### config.mk
export PLATFORM = sky130hd
export DESIGN_NAME = leaf_hub_endpoint
export DESIGN_NICKNAME = d
export VERILOG_FILES = /design/src/rtl/leaf_hub_endpoint.sv
export SDC_FILE = /design/constraint.sdc
export NUM_CORES = 1
export LEC_CHECK = 0
export CORE_UTILIZATION = 50
export CTS_CLUSTER_SIZE = 8
export DETAILED_ROUTE_END_ITERATION = 7
export GPL_ROUTABILITY_DRIVEN = 0
export HOLD_SLACK_MARGIN = 0.05
export PLACE_DENSITY = 0.81
export REMOVE_ABC_BUFFERS = 1
export SYNTH_ARGS = -nofsm -noshare
export SYNTH_HDL_FRONTEND = slang
export SYNTH_SLANG_ARGS = --single-unit
### constraint.sdc
create_clock -name clk -period 5.09 [get_ports clk]
set_input_delay 0.7635 -clock clk [delete_from_list [all_inputs] [get_ports clk]]
set_output_delay 0.7635 -clock clk [all_outputs]
set_load 0.005 [all_outputs]
### src/rtl/leaf_hub_endpoint.sv
// Leaf endpoint on a hub link: filters hub words by ID into an RX FIFO and
// tags local payloads into a 2-entry TX skid buffer. Optional drop_count port
// is built when LEAF_HUB_ENDPOINT_DROP_COUNT_EN is defined.
module leaf_hub_endpoint #(
  parameter int HUB_FIFO_WIDTH    = 16,
  parameter int MASTER_FIFO_WIDTH = 8,
  parameter int FPGAID            = 1,
  parameter int RX_DEPTH          = 4
) (
  input  logic                         clk,
  input  logic                         reset,
  input  logic [HUB_FIFO_WIDTH-1:0]    hub_in_data,
  input  logic                         hub_in_valid,
  output logic                         hub_in_ready,
  output logic [HUB_FIFO_WIDTH-1:0]    hub_out_data,
  output logic                         hub_out_valid,
  input  logic                         hub_out_ready,
  output logic [MASTER_FIFO_WIDTH-1:0] local_out_data,
  output logic                         local_out_valid,
  input  logic                         local_out_ready,
  input  logic [MASTER_FIFO_WIDTH-1:0] local_in_data,
  input  logic                         local_in_valid,
  output logic                         local_in_ready,
  input  logic                         local_has_message_flying,
  input  logic                         local_has_odd_clusters,
  output logic                         hub_has_message_flying,
  output logic                         hub_has_odd_clusters,
  output logic [1:0]                   tx_state_dbg
`ifdef LEAF_HUB_ENDPOINT_DROP_COUNT_EN
  ,
  output logic [15:0]                  drop_count
`endif
);

  // Handshake: a word moves when valid and ready are both high at a rising
  // clk edge; valid never waits on ready.
  localparam int HDR_W = HUB_FIFO_WIDTH - MASTER_FIFO_WIDTH;
  localparam int PTR_W = $clog2(RX_DEPTH);
  localparam int CNT_W = PTR_W + 1;
  localparam logic [HDR_W-1:0] MY_ID = HDR_W'(FPGAID);
  localparam logic [HDR_W-1:0] BCAST = '1;

  typedef enum logic [1:0] {
    TX_EMPTY = 2'd0,
    TX_ONE   = 2'd1,
    TX_TWO   = 2'd2
  } tx_state_t;

  logic [MASTER_FIFO_WIDTH-1:0] rx_mem [RX_DEPTH];
  logic [PTR_W-1:0] rd_ptr, wr_ptr;
  logic [CNT_W-1:0] rx_count;
  logic [HDR_W-1:0] hdr;
  logic id_match, rx_full, rx_empty, rx_push, rx_pop, hub_accept, drop;

  tx_state_t tx_state;
  logic [MASTER_FIFO_WIDTH-1:0] tx_head, tx_tail;
  logic tx_push, tx_pop;

  assign hdr      = hub_in_data[HUB_FIFO_WIDTH-1:MASTER_FIFO_WIDTH];
  assign id_match = (hdr == MY_ID) || (hdr == BCAST);
  assign rx_full  = (rx_count == CNT_W'(RX_DEPTH));
  assign rx_empty = (rx_count == '0);

  assign local_out_valid = !rx_empty;
  assign local_out_data  = rx_mem[rd_ptr];
  assign rx_pop          = local_out_valid && local_out_ready;
  // A pop frees a slot in the same cycle, so a full FIFO can still accept.
  assign hub_in_ready    = !reset && (!rx_full || rx_pop);
  assign hub_accept      = hub_in_valid && hub_in_ready;
  assign rx_push         = hub_accept && id_match;
  assign drop            = hub_accept && !id_match;

  always_ff @(posedge clk) begin
    if (rx_push) rx_mem[wr_ptr] <= hub_in_data[MASTER_FIFO_WIDTH-1:0];
  end

  always_ff @(posedge clk) begin
    if (reset) begin
      rd_ptr   <= '0;
      wr_ptr   <= '0;
      rx_count <= '0;
    end else begin
      if (rx_push) wr_ptr <= wr_ptr + PTR_W'(1);
      if (rx_pop)  rd_ptr <= rd_ptr + PTR_W'(1);
      case ({rx_push, rx_pop})
        2'b10:   rx_count <= rx_count + CNT_W'(1);
        2'b01:   rx_count <= rx_count - CNT_W'(1);
        default: rx_count <= rx_count;
      endcase
    end
  end

  assign local_in_ready = !reset && (tx_state != TX_TWO);
  assign hub_out_valid  = (tx_state != TX_EMPTY);
  assign hub_out_data   = {MY_ID, tx_head};
  assign tx_push        = local_in_valid && local_in_ready;
  assign tx_pop         = hub_out_valid && hub_out_ready;
  assign tx_state_dbg   = tx_state;

  // tx_head is always the oldest word; tx_tail only holds data in TX_TWO.
  always_ff @(posedge clk) begin
    if (reset) begin
      tx_state <= TX_EMPTY;
    end else begin
      case (tx_state)
        TX_EMPTY: if (tx_push) begin
          tx_head  <= local_in_data;
          tx_state <= TX_ONE;
        end
        TX_ONE: case ({tx_push, tx_pop})
          2'b10: begin
            tx_tail  <= local_in_data;
            tx_state <= TX_TWO;
          end
          2'b01:   tx_state <= TX_EMPTY;
          2'b11:   tx_head  <= local_in_data;
          default: tx_state <= TX_ONE;
        endcase
        TX_TWO: if (tx_pop) begin
          tx_head  <= tx_tail;
          tx_state <= TX_ONE;
        end
        default: tx_state <= TX_EMPTY;
      endcase
    end
  end

  always_ff @(posedge clk) begin
    if (reset) begin
      hub_has_message_flying <= 1'b0;
      hub_has_odd_clusters   <= 1'b0;
    end else begin
      hub_has_message_flying <= local_has_message_flying || !rx_empty ||
                                (tx_state != TX_EMPTY) || hub_in_valid;
      hub_has_odd_clusters   <= local_has_odd_clusters;
    end
  end

`ifdef LEAF_HUB_ENDPOINT_DROP_COUNT_EN
  always_ff @(posedge clk) begin
    if (reset) drop_count <= '0;
    else if (drop && (drop_count != 16'hFFFF)) drop_count <= drop_count + 16'd1;
  end
`else
  logic unused_drop;
  assign unused_drop = drop;
`endif

endmodule

==> results.toml <==
[detailed_routing]
drc_errors = 0
ant_nets = 0
dr.pass1.iters = 4
drt_wl_total_um = 4390
wire_per_inst_um = 15.0
via_count = 1449
viasPerCell = 4.95
drtIter0Drc = 79

[layout]
drive_gt1_share_pct = 18.1
area_delta_synth_final_pct = 30.7
layout.nets = 262
layout_common_cells = "clkdlybuf4s50_1 (55), edfxtp_1 (48), dfxtp_1 (13), nor2_1 (11), clkbuf_8 (10)"
antenna_cells = 0
final_common_cell = "clkdlybuf4s50_1"

[synth]
syn_inst = 161
ys_top_cells_by_area = "edfxtp_1 (57%), dfxtp_1 (10%), mux4_2 (7.1%), ha_1 (3.9%), mux2_2 (3.5%)"
synth_warnings = 0
ys_seq_elements = 61
yosysTopAreaCell = "edfxtp_1"
yosysUniqueCellTypes = 36
syn_area_per_cell_um2 = 15.8
ys_seq_area_share_pct = 66.8
synth_area_um2 = 2550
synth_top_area_share_pct = 56.6

[placed_design]
hpwl_um = 3040
portBuffers = 55
place_worst_setup_slack_ps = 1780

[clock_tree]
clk_latency_ps = 330
cts_tree = "built"
numCtsBuffers = 9
cts_root_buf = "clkbuf_8"
cts_resized = 0
cts.sinks = 61
clock_path_buffers = 2
hold_buffers = 0
clk_pin_slew_ps = 60
cts_setup_buffers = 0
htreeDepth = 3

[power_and_ir_drop]
ir_drop_mv = 0.204
power.total_mw = 1.04
power_density_nw_per_um2 = 311
leakage_nw = 1.13

[sta]
finalSetupViolations = 0
period_minus_slack_ps = 2970
drv_slew = 0
finalHoldViolCount = 0
fmax_mhz = 337
slew_headroom_pct = 42.2
timing.final.ws_setup_ps = 2120
worstMarginPinSlew_ps = 865
period_share_pct = 58.4
rsz0062_at_grt = "false"
tns_ps = 0
clock_skew_ps = 5.35

[floorplan]
row_count = 25
dieArea_um2 = 5380
die_h_um = 73.4
die_x_um = 73.4
floorplan.initialDensity_pct = 52.9
io_pins = 64
coreArea_um2 = 4820

[global_route]
grt_usage_pct = 18.6
grt_max_degree = 16
antenna_found_initial = 0
grt_overflow_total = 0
grt_first_pass_wirelength_um = 7070
grt_pass1_vias = 1507

[run_status]
outcome = "finished clean"

[worst_setup_path]
arrival_ps = 2210
reg2regPathDepth = 6
crit_fanout = 15
cp_slowest_cell = "clkdlybuf4s50_1"
cp-start-kind = "input pin"
crit_path_end_kind = "primary output"
worstPathRequired_ps = 4330
path_common_cell = "clkdlybuf4s50_1"
crit_chain = "clkdlybuf4s50_1 -> nor2_1 -> clkdlybuf4s50_1"
cp_slowest_stage_delay_ps = 670
critical_path_class = "input pin to primary output"

[run]
drv_cap = 0

[worst_hold_path]
hold_path_depth = 2
hold_class = "flop to flop"
## cell families after synthesis
| kind of cell | after synthesis | synth area share [%] |
|---|---|---|
| XOR/XNOR | 4 | 1.38 |
| buffers and inverters | 20 | 4.18 |
| other | 2 | 0.295 |
| AND/OR/NAND/NOR | 36 | 7.96 |
| flip-flops | 61 | 66.8 |
| AO/OA/AOI/OAI | 10 | 2.65 |
| multiplexers | 19 | 12.0 |
| adder cells (fa/ha/maj) | 9 | 4.72 |
## worst max-delay path, delay by kind of cell
family / cells / cell delay (ps)
buffers and inverters: 2 / 1200
AND/OR/NAND/NOR: 1 / 240
## metal layers
metal / wire length [um] / part of all wire [%] / track usage, %
met1: 1950 / 44 / 22.5
met2: 2150 / 49 / 30.9
met3: 253 / 5.8 / 5.90
met4: 37 / 0.84 / 7.69
met5: 0 / 0 / 0
## cell type report
cell class / instances / area [um^2]
Sequential cell: 61 / 1700
Tap cell: 67 / 83.8
Clock inverter: 6 / 62.6
Clock buffer: 10 / 138
Inverter: 8 / 30.0
Timing Repair Buffer: 55 / 551
Multi-Input combinational cell: 86 / 761
Fill cell: 347 / 1490
## state kept, by name (all words and copies together) (netlist names), named ones only
register / flops
rx_mem: 32
tx_head: 8
tx_tail: 8
rx_count: 3
rd_ptr: 2
tx_state_dbg: 2
wr_ptr: 2
hub_has_message_flying: 1
hub_has_odd_clusters: 1
## Yosys cell counts
cell type / instances
ha_1: 8
mux2i_1: 2
inv_1: 8
buf_2: 1
and3_1: 1
o31a_1: 1
nor4_2: 1
o21ai_0: 2
clkbuf_1: 2
nand3_1: 1
dfxtp_1: 13
and2_2: 3
conb_1: 2
nor4b_1: 1
nand2b_1: 1
o41a_1: 1
o2111a_2: 1
xor2_1: 3
nor2b_1: 3
nand3b_1: 1
nand4_1: 1
fa_1: 1
buf_4: 8
xnor2_1: 1
or4_4: 1
or3_1: 2
mux2_4: 1
edfxtp_1: 48
or2_2: 2
buf_1: 1
mux4_2: 8
and2_1: 2
nand2_1: 5
a21oi_1: 5
mux2_2: 8
nor2_1: 11
## power breakdown
part           total [mW]  internal (mW)  switching [mW]
sequential          0.547          0.544         0.00261
combinational      0.0674         0.0415          0.0259
clock               0.421          0.237           0.184
## through the flow
step	area (um^2)	utilization, %	hold WS, ps	std cells
final	3330	69.1	517	293
after global routing	3330	69.1	540	293
after CTS	3330	69.1	527	293
after detailed placement	3130	64.9	514	277
after global placement	3130	64.9	490	277
after floorplan	2490	-	468	155
## path summary, 6_finish.rpt
check	from	slack, ps	end
max	reset	2120	hub_in_ready
min	wr_ptr[1]	520	wr_ptr[1]
max reg2reg	tx_state_dbg[1]	2720	tx_head[5]
min reg2reg	wr_ptr[1]	520	wr_ptr[1]
Power figures use the tool's default switching activity.
